### src/rtl/rv32i_opcodes.sv
// ============================================================================
// rv32i_opcodes : RV32I major-opcode encodings and the canonical NOP word
// Revision      : 1.0
// ============================================================================
`default_nettype none

package rv32i_opcodes;

  typedef enum logic [6:0] {
    OP_LOAD   = 7'b0000011,
    OP_FENCE  = 7'b0001111,
    OP_IMM    = 7'b0010011,
    OP_AUIPC  = 7'b0010111,
    OP_STORE  = 7'b0100011,
    OP        = 7'b0110011,
    OP_LUI    = 7'b0110111,
    OP_BRANCH = 7'b1100011,
    OP_JALR   = 7'b1100111,
    OP_JAL    = 7'b1101111,
    OP_SYSTEM = 7'b1110011
  } rv32i_opcode_t;

  // addi x0, x0, 0
  localparam logic [31:0] RV32I_NOP = 32'h0000_0013;

endpackage

`default_nettype wire

### src/rtl/fetch_unit.sv
// ============================================================================
// fetch_unit : owns PC and IR, issues one valid/ready imem read per fetch
// Revision   : 1.0
// ============================================================================
`default_nettype none

module fetch_unit
  import rv32i_opcodes::*;
#(
  parameter int               WIDTH    = 32,
  parameter logic [WIDTH-1:0] RESET_PC = '0
) (
  input  logic             clk,
  input  logic             rst,
  input  logic             fetch_start,
  input  logic             pc_load,
  input  logic [WIDTH-1:0] pc_load_value,
  output logic             imem_req_valid,
  input  logic             imem_req_ready,
  output logic [WIDTH-1:0] imem_addr,
  input  logic             imem_rsp_valid,
  input  logic [31:0]      imem_rsp_data,
  output logic             busy,
  output logic             fetch_done,
  output logic             misaligned_fault,
  output logic [WIDTH-1:0] pc,
  output logic [WIDTH-1:0] ir_pc,
  output logic [31:0]      instr,
  output rv32i_opcode_t    opcode,
  output logic [4:0]       rd,
  output logic [4:0]       rs1,
  output logic [4:0]       rs2,
  output logic [2:0]       funct3,
  output logic [6:0]       funct7
);

  typedef enum logic [1:0] {
    S_IDLE = 2'd0,
    S_REQ  = 2'd1,
    S_WAIT = 2'd2
  } state_t;

  state_t           state;
  state_t           state_next;
  logic             redirect_pending;
  logic [WIDTH-1:0] redirect_value;
  logic             start_misaligned;
  logic             capture;

  // A same-cycle redirect supplies the fetch address, so alignment is judged on it.
  assign start_misaligned = pc_load ? (pc_load_value[1:0] != 2'b00) : (pc[1:0] != 2'b00);
  assign capture          = (state == S_WAIT) && imem_rsp_valid;
  assign imem_addr        = pc;

  always_comb begin
    state_next = state;
    case (state)
      S_IDLE:  if (fetch_start && !start_misaligned) state_next = S_REQ;
      S_REQ:   if (imem_req_ready) state_next = S_WAIT;
      S_WAIT:  if (imem_rsp_valid) state_next = S_IDLE;
      default: state_next = S_IDLE;
    endcase
  end

  always_ff @(posedge clk) begin
    if (rst) begin
      state            <= S_IDLE;
      imem_req_valid   <= 1'b0;
      busy             <= 1'b0;
      fetch_done       <= 1'b0;
      misaligned_fault <= 1'b0;
      redirect_pending <= 1'b0;
      redirect_value   <= '0;
      pc               <= RESET_PC;
      ir_pc            <= RESET_PC;
      instr            <= RV32I_NOP;
    end else begin
      state          <= state_next;
      imem_req_valid <= (state_next == S_REQ);
      busy           <= (state_next != S_IDLE);
      fetch_done     <= capture;

      if (state == S_IDLE) begin
        if (pc_load) begin
          pc               <= pc_load_value;
          misaligned_fault <= 1'b0;
        end
        if (fetch_start && start_misaligned) misaligned_fault <= 1'b1;
      end else if (pc_load) begin
        redirect_pending <= 1'b1;
        redirect_value   <= pc_load_value;
      end

      if (capture) begin
        instr            <= imem_rsp_data;
        ir_pc            <= pc;
        redirect_pending <= 1'b0;
        if (pc_load)               pc <= pc_load_value;
        else if (redirect_pending) pc <= redirect_value;
        else                       pc <= pc + WIDTH'(4);
      end
    end
  end

  assign opcode = rv32i_opcode_t'(instr[6:0]);
  assign rd     = instr[11:7];
  assign funct3 = instr[14:12];
  assign rs1    = instr[19:15];
  assign rs2    = instr[24:20];
  assign funct7 = instr[31:25];

endmodule

`default_nettype wire
### config.mk
export PLATFORM = sky130hd
export DESIGN_NAME = fetch_unit
export DESIGN_NICKNAME = d
export VERILOG_FILES = /design/src/rtl/rv32i_opcodes.sv /design/src/rtl/fetch_unit.sv
export SDC_FILE = /design/constraint.sdc
export NUM_CORES = 1
export LEC_CHECK = 0
export BUFFER_PORTS_ARGS = -buffer_cell sky130_fd_sc_hd__buf_2
export CORE_MARGIN = 1
export CORE_UTILIZATION = 50
export CTS_CLUSTER_SIZE = 14
export DETAILED_ROUTE_END_ITERATION = 8
export PLACE_DENSITY = 0.81
export SLEW_MARGIN = 20
export SYNTH_ARGS = -nofsm -noshare
export SYNTH_HDL_FRONTEND = slang
export SYNTH_SLANG_ARGS = --single-unit
### constraint.sdc
create_clock -name clk -period 2.49 [get_ports clk]
set_input_delay 0.3735 -clock clk [delete_from_list [all_inputs] [get_ports clk]]
set_output_delay 0.3735 -clock clk [all_outputs]
set_load 0.02 [all_outputs]
# Yosys cells after proc, flatten, opt, wreduce, memory -nomap -nowiden
# Index checks and enable logic that the tools add are counted.
# totals
reg_bits	135
word_cells	42
# op_classes
n_bitwise	1
reduce_logical	15
eq_ne	3
mux	12
addsub	1
# op_table
operator	count
32-bit 2-to-1 mux	5
32-bit by 3-bit adder with 32-bit output (second input constant)	1
2-bit nonzero test	6
2-bit 2-to-1 mux	3
2-bit case mux with 3 select lines	1
2-bit AND reduction	3
2-bit by 1-bit equality test with 1-bit output (second input constant)	2
1-bit logical AND	3
1-bit 2-to-1 mux	3
2-bit equality test (second input constant)	1
2-bit logical NOT	1
2-bit OR reduction	1
1-bit logical NOT	1
1-bit NOT	1

# Longest topological paths before layout
# logic_depth
word_depth	7
ltp_mapped	8

# Least setup slack after synthesis
# Ideal clock, no wire load.
# synth_path
path_type	reg-to-reg
startpoint	reg pc[2], in the netlist imem_addr[2]
endpoint	reg pc[24], in the netlist imem_addr[24]
stages_incl_launch_ff	7
setup_time_ns	0.103
arrival_time_ns	1.874
slack_ns	0.512
cell_sequence	dfxtp_1 -> ha_1 -> and3_2 -> nand4_2 -> nor4_2 -> mux2i_1 -> a2111oi_2
# synth_between
elab_chain_len	4
# synth_lines
element	line_no	text
start, declared	fetch_unit.sv:26	output logic [WIDTH-1:0] pc,
start signal, assigned	fetch_unit.sv:85	pc <= pc_load_value;
start signal, assigned	fetch_unit.sv:98	if (pc_load) pc <= pc_load_value;
start signal, assigned	fetch_unit.sv:99	else if (redirect_pending) pc <= redirect_value;
32-bit by 3-bit adder with 32-bit output	fetch_unit.sv:100	else pc <= pc + WIDTH'(4);
32-bit 2-to-1 mux	fetch_unit.sv:99	
32-bit 2-to-1 mux	fetch_unit.sv:98	
32-bit 2-to-1 mux	fetch_unit.sv:94	if (capture) begin
# Every way passes these cells.
# A chain may end at the register's enable or synchronous reset.

# Final worst setup path
# layout_path
startpoint	reg pc[2], in the netlist imem_addr[2]
endpoint	reg pc[14], in the netlist imem_addr[14]
# The elaborated chain is that of the path after synthesis.

==> results by stage <==
Outcome:
- The run finished with clean final reports.

STA:
- The maximum clock frequency is ~0.43 GHz.
- For the final routed database, the setup TNS stands at 0 ns.
- For the pin with the worst max-slew slack, the measured transition is approximately 0.64 ns.
- Setup repair after global routing left no endpoint under its margin.
- Measured against its own limit, the worst slew margin works out to 0.574.
- The number of hold-slack violations in the final timing report came to 0.
- In the finished design, the share of the clock period the worst path needs comes to 0.926.
- The minimum clock period after layout is approximately 2.3 ns.
- For the final database, setup skew stands at between 0.005 and 0.006 ns.
- The hold slack is 0.159 ns.
- The number of pins with negative max-slew slack in the final report is 0.
- Setup violations remaining at the end of the flow were counted as 0.

Routing:
- For this block, the initial DRC count from the detailed router was around 550.
- In the routed layout, each cell is associated on average with a via count of between 5 and 6.
- The final antenna-violating net count is 0.
- The iteration count of the initial detailed-routing pass is 6.
- The total met3 wirelength after detailed routing is 1410 µm.
- After detailed routing, the number of remaining DRC violations is 0.
- Dividing the detail-routed wire length by the instance count gives about 17 µm.
- The met2 wire length is 8390 µm.
- The total number of vias is between 5,000 and 6,000.
- The highest metal layer with signal wires is met4.
- The final layout contains routed wiring with a total length of about 18,000 µm.
- The routed length on met1 is about 7800 µm.

Global route:
- The overall routing resource usage is 0.273.
- The number of global-route vias before repair came to 5,209.
- The initial antenna violation count came to 0.
- The first global-routing pass estimated approximately 28,000 µm of wire.
- The total overflow left after global routing is 0.
- The pin count of the biggest net entering global routing is between 60 and 70.

Yosys:
- The post-synthesis instance area is between 6000 and 7000 µm².
- Yosys mapped a number of flops with a built-in enable equal to 0.
- The fraction of the mapped netlist area in compound gates is 0.239.
- Of the total synthesized cell area, the portion taken by XOR and XNOR cells is 0.0112.
- After synthesis the netlist holds a flip-flop and latch count of between 100 and 150.
- The combinational family with the most area after synthesis is compound AO/OA/AOI/OAI gates.
- For this run, asynchronously set or reset flops after synthesis account for 0.
- After technology mapping, the gate count stands at just over 700.
- The sequential cell area fraction in the yosys report is 0.433.
- The most frequently used flop master after synthesis is sky130_fd_sc_hd__dfxtp_1.
- The multiplexer area fraction after synthesis is 0.0114.
- A synthesized cell averages around 8.7 µm².
- Of the total synthesized cell area, the portion taken by AND, OR, NAND and NOR gates is 0.181.
- Counting every net in the synthesized netlist gives ~800.
- The Yosys step of the flow raised 0 warnings.
- The post-synthesis cell type count is 66.
- The area share of fa/ha/maj cells after synthesis is 0.00200.

Floorplanning:
- The overall die height is approximately 110 µm.
- During I/O placement, the number of pins put on the boundary was around 230.
- For this configuration, the core starts out at a cell density of 0.516.
- The floorplan die width is 114 µm.
- The die covers between 10,000 and 15,000 µm².
- Row generation in the floorplan step produced 40 rows.
- The placeable core area is around 12,000 µm².

Clock tree:
- The maximum level of the CTS H-tree is 4.
- The count of hold buffers inserted by post-cts repair is 0.
- The number of gates resized after CTS was 0.
- The TritonCTS clock tree is done.
- TritonCTS created 17 clock buffers.
- The clock transition time at the flip-flop clock pins of the worst setup and hold paths is about 0.050 ns.
- The clock reaches the later pin of the worst-skew pair after about 0.4 ns.
- The buffers inserted during post-CTS setup optimization is 0.
- The clock net in this run drives a total of 135 sinks.
- The cell chosen for the clock root is sky130_fd_sc_hd__clkbuf_16.
- The clock passes through at most 2 buffers.

Power:
- The sequential group share of total power is 0.403.
- Of the total power, the share spent switching nets is 0.252.
- Power spread over the standard cell area amounts to 752 nW/µm².
- The internal portion of the total power is ~4.4 mW.
- The overall power of the completed layout is between 5 and 6 mW.
- In this run the static leakage power is about 3.4 nW.
- The share of total power dissipated in the clock network is 0.480.
- The switching power total is 1.48 mW.
- The share of total power dissipated in combinational logic is 0.117.
- The peak supply drop is roughly 0.00065 V.

Layout:
- Counting the fill cells in the layout gives between 1,000 and 1,500.
- Once layout is complete, the utilization of the core stands at 0.644.
- Across the whole layout, storage elements account for approximately 2700 µm².
- The area added between synthesis and finish is 24.9%.
- The area of the multi-input gates is between 2000 and 3000 µm².
- The net total in the final layout is about 940.
- The count of inserted antenna diode cells is 0.
- Of the cells placed in the final design, the portion with a size suffix greater than 1 is 0.356.
- The post-route standard cell area excluding fillers is 7800 µm².

Min path:
- In this run the worst hold path is classified as in -> reg.

Placed design:
- The placer congestion estimate is about 0.9.
- During placement, the flow inserted port buffers numbering roughly 230.
- Detailed placement ended at an HPWL of ~12,000 µm.
- Summing all placed instances gives a cell area of a little over 7000 µm².

Worst setup path:
- The worst setup path is launched from a flip-flop.
- STA puts the critical path data required time at between 2 and 3 ns.
- The worst setup path is captured at a flip-flop.
- The signal arrival time at the worst endpoint is around 2.6 ns.
- The worst setup path is of the reg -> reg kind.
- The maximum fanout count along the critical path is 9.

Job:
- The tool flagged a number of max-cap violations equal to 0.
cell usage after synthesis (4+ instances only):
library cell	count	area, µm²
sky130_fd_sc_hd__a2111oi_2	4	60.1
sky130_fd_sc_hd__a211oi_1	9	67.6
sky130_fd_sc_hd__a21oi_1	65	325
sky130_fd_sc_hd__a221oi_1	14	123
sky130_fd_sc_hd__a22o_1	55	482
sky130_fd_sc_hd__and3_1	8	50.1
sky130_fd_sc_hd__buf_2	19	95.1
sky130_fd_sc_hd__buf_4	65	488
sky130_fd_sc_hd__clkbuf_1	31	116
sky130_fd_sc_hd__dfxtp_1	135	2700
sky130_fd_sc_hd__inv_1	8	30.0
sky130_fd_sc_hd__mux2i_1	6	60.1
sky130_fd_sc_hd__nand2_1	113	424
sky130_fd_sc_hd__nand2b_1	4	25.0
sky130_fd_sc_hd__nand3_1	15	75.1
sky130_fd_sc_hd__nand4_1	8	50.1
sky130_fd_sc_hd__nor2_1	25	93.8
sky130_fd_sc_hd__nor3_1	10	50.1
sky130_fd_sc_hd__nor4_1	5	31.3
sky130_fd_sc_hd__o211ai_1	4	30.0
sky130_fd_sc_hd__o21ai_0	33	165
sky130_fd_sc_hd__o31a_1	4	35.0
sky130_fd_sc_hd__or3_1	4	25.0
sky130_fd_sc_hd__xnor2_1	5	43.8
layer usage:
metal | global-route usage | vias to the layer above
met1 | 0.363 | 2714
met4 | 0.110 | 0
met3 | 0.0632 | 29
met2 | 0.429 | 313
li1 | - | 2831
met5 | 0 | -
power by group through the flow:
stage / combinational [mW] / clock, mW / sequential (mW)
4_1_cts: 0.684 / 2.85 / 2.36
6_report: 0.686 / 2.81 / 2.36
3_5_place_dp: 0.676 / 0 / 2.41
5_1_grt: 0.738 / 2.95 / 2.38
3_3_place_gp: 0.668 / 0 / 2.41
2_1_floorplan: 0.433 / 0 / 2.43
final timing paths:
| kind | startpoint | end | slack (ns) | cells past startpoint |
|---|---|---|---|---|
| min | imem_rsp_data[0] | instr[0] | 0.16 | 2 |
| max | imem_addr[2] | imem_addr[14] | 0.19 | 6 |
| max reg2reg | imem_addr[2] | imem_addr[14] | 0.19 | 6 |
| min reg2reg | ir_pc[23] | ir_pc[23] | 0.45 | 2 |
flip-flops by register name (all words and copies together), names as in the netlist:
register	count
state	2
ir_pc	32
imem_req_valid	1
fetch_done	1
redirect_pending	1
redirect_value	32
imem_addr	32
instr	32
busy	1
misaligned_fault	1
layout by cell type, fill, tap and decap left out, types with 4 or more instances in the layout:
master	count
sky130_fd_sc_hd__buf_2	233
sky130_fd_sc_hd__a211oi_1	9
sky130_fd_sc_hd__dfxtp_1	135
sky130_fd_sc_hd__o31a_1	4
sky130_fd_sc_hd__nand4_1	8
sky130_fd_sc_hd__inv_1	7
sky130_fd_sc_hd__nor2_1	25
sky130_fd_sc_hd__nand2_1	113
sky130_fd_sc_hd__o211ai_1	4
sky130_fd_sc_hd__clkbuf_16	17
sky130_fd_sc_hd__or3_1	4
sky130_fd_sc_hd__a2111oi_2	4
sky130_fd_sc_hd__a221oi_1	14
sky130_fd_sc_hd__mux2i_1	6
sky130_fd_sc_hd__nor4_1	5
sky130_fd_sc_hd__bufinv_16	6
sky130_fd_sc_hd__and3_1	8
sky130_fd_sc_hd__a21oi_1	64
sky130_fd_sc_hd__nand2b_1	4
sky130_fd_sc_hd__nand3_1	15
sky130_fd_sc_hd__xnor2_1	5
sky130_fd_sc_hd__o21ai_0	33
sky130_fd_sc_hd__a22o_1	55
sky130_fd_sc_hd__nor3_1	9
sky130_fd_sc_hd__buf_4	20
area by class of cell:
| cell class | instances | share of cell area |
|---|---|---|
| inverters | 9 | 0.00433 |
| clock buffers | 19 | 0.0568 |
| flip-flops and latches | 135 | 0.346 |
| repair buffers | 256 | 0.176 |
| clock inverters | 13 | 0.0290 |
| well taps | 168 | 0.0269 |
| multi-input cells | 453 | 0.360 |
per-stage QoR:
stage,std cells,setup WS (ns)
2_1_floorplan,716,0.512
3_3_place_gp,1021,0.292
3_5_place_dp,1021,0.306
4_1_cts,1053,0.254
5_1_grt,1053,0.0767
6_report,1053,0.185
cells by family after synthesis:
logic type / Yosys count
buffers and inverters: 128
and+or+nand+nor: 223
AOI/OAI and AO/OA: 214
xor gates and xnor gates: 8
muxes: 7
DFF: 135
adders and majority gates: 1
worst max-delay path, cell delays in order, from the launching register on:
cell                        delay (ns)
sky130_fd_sc_hd__dfxtp_1          0.52
sky130_fd_sc_hd__ha_1             0.27
sky130_fd_sc_hd__nand3_1          0.14
sky130_fd_sc_hd__nor3_2           0.43
sky130_fd_sc_hd__nand2_1          0.14
sky130_fd_sc_hd__mux2i_1          0.14
sky130_fd_sc_hd__a2111oi_0        0.50
No activity file was read; power rests on OpenSTA's default activity.
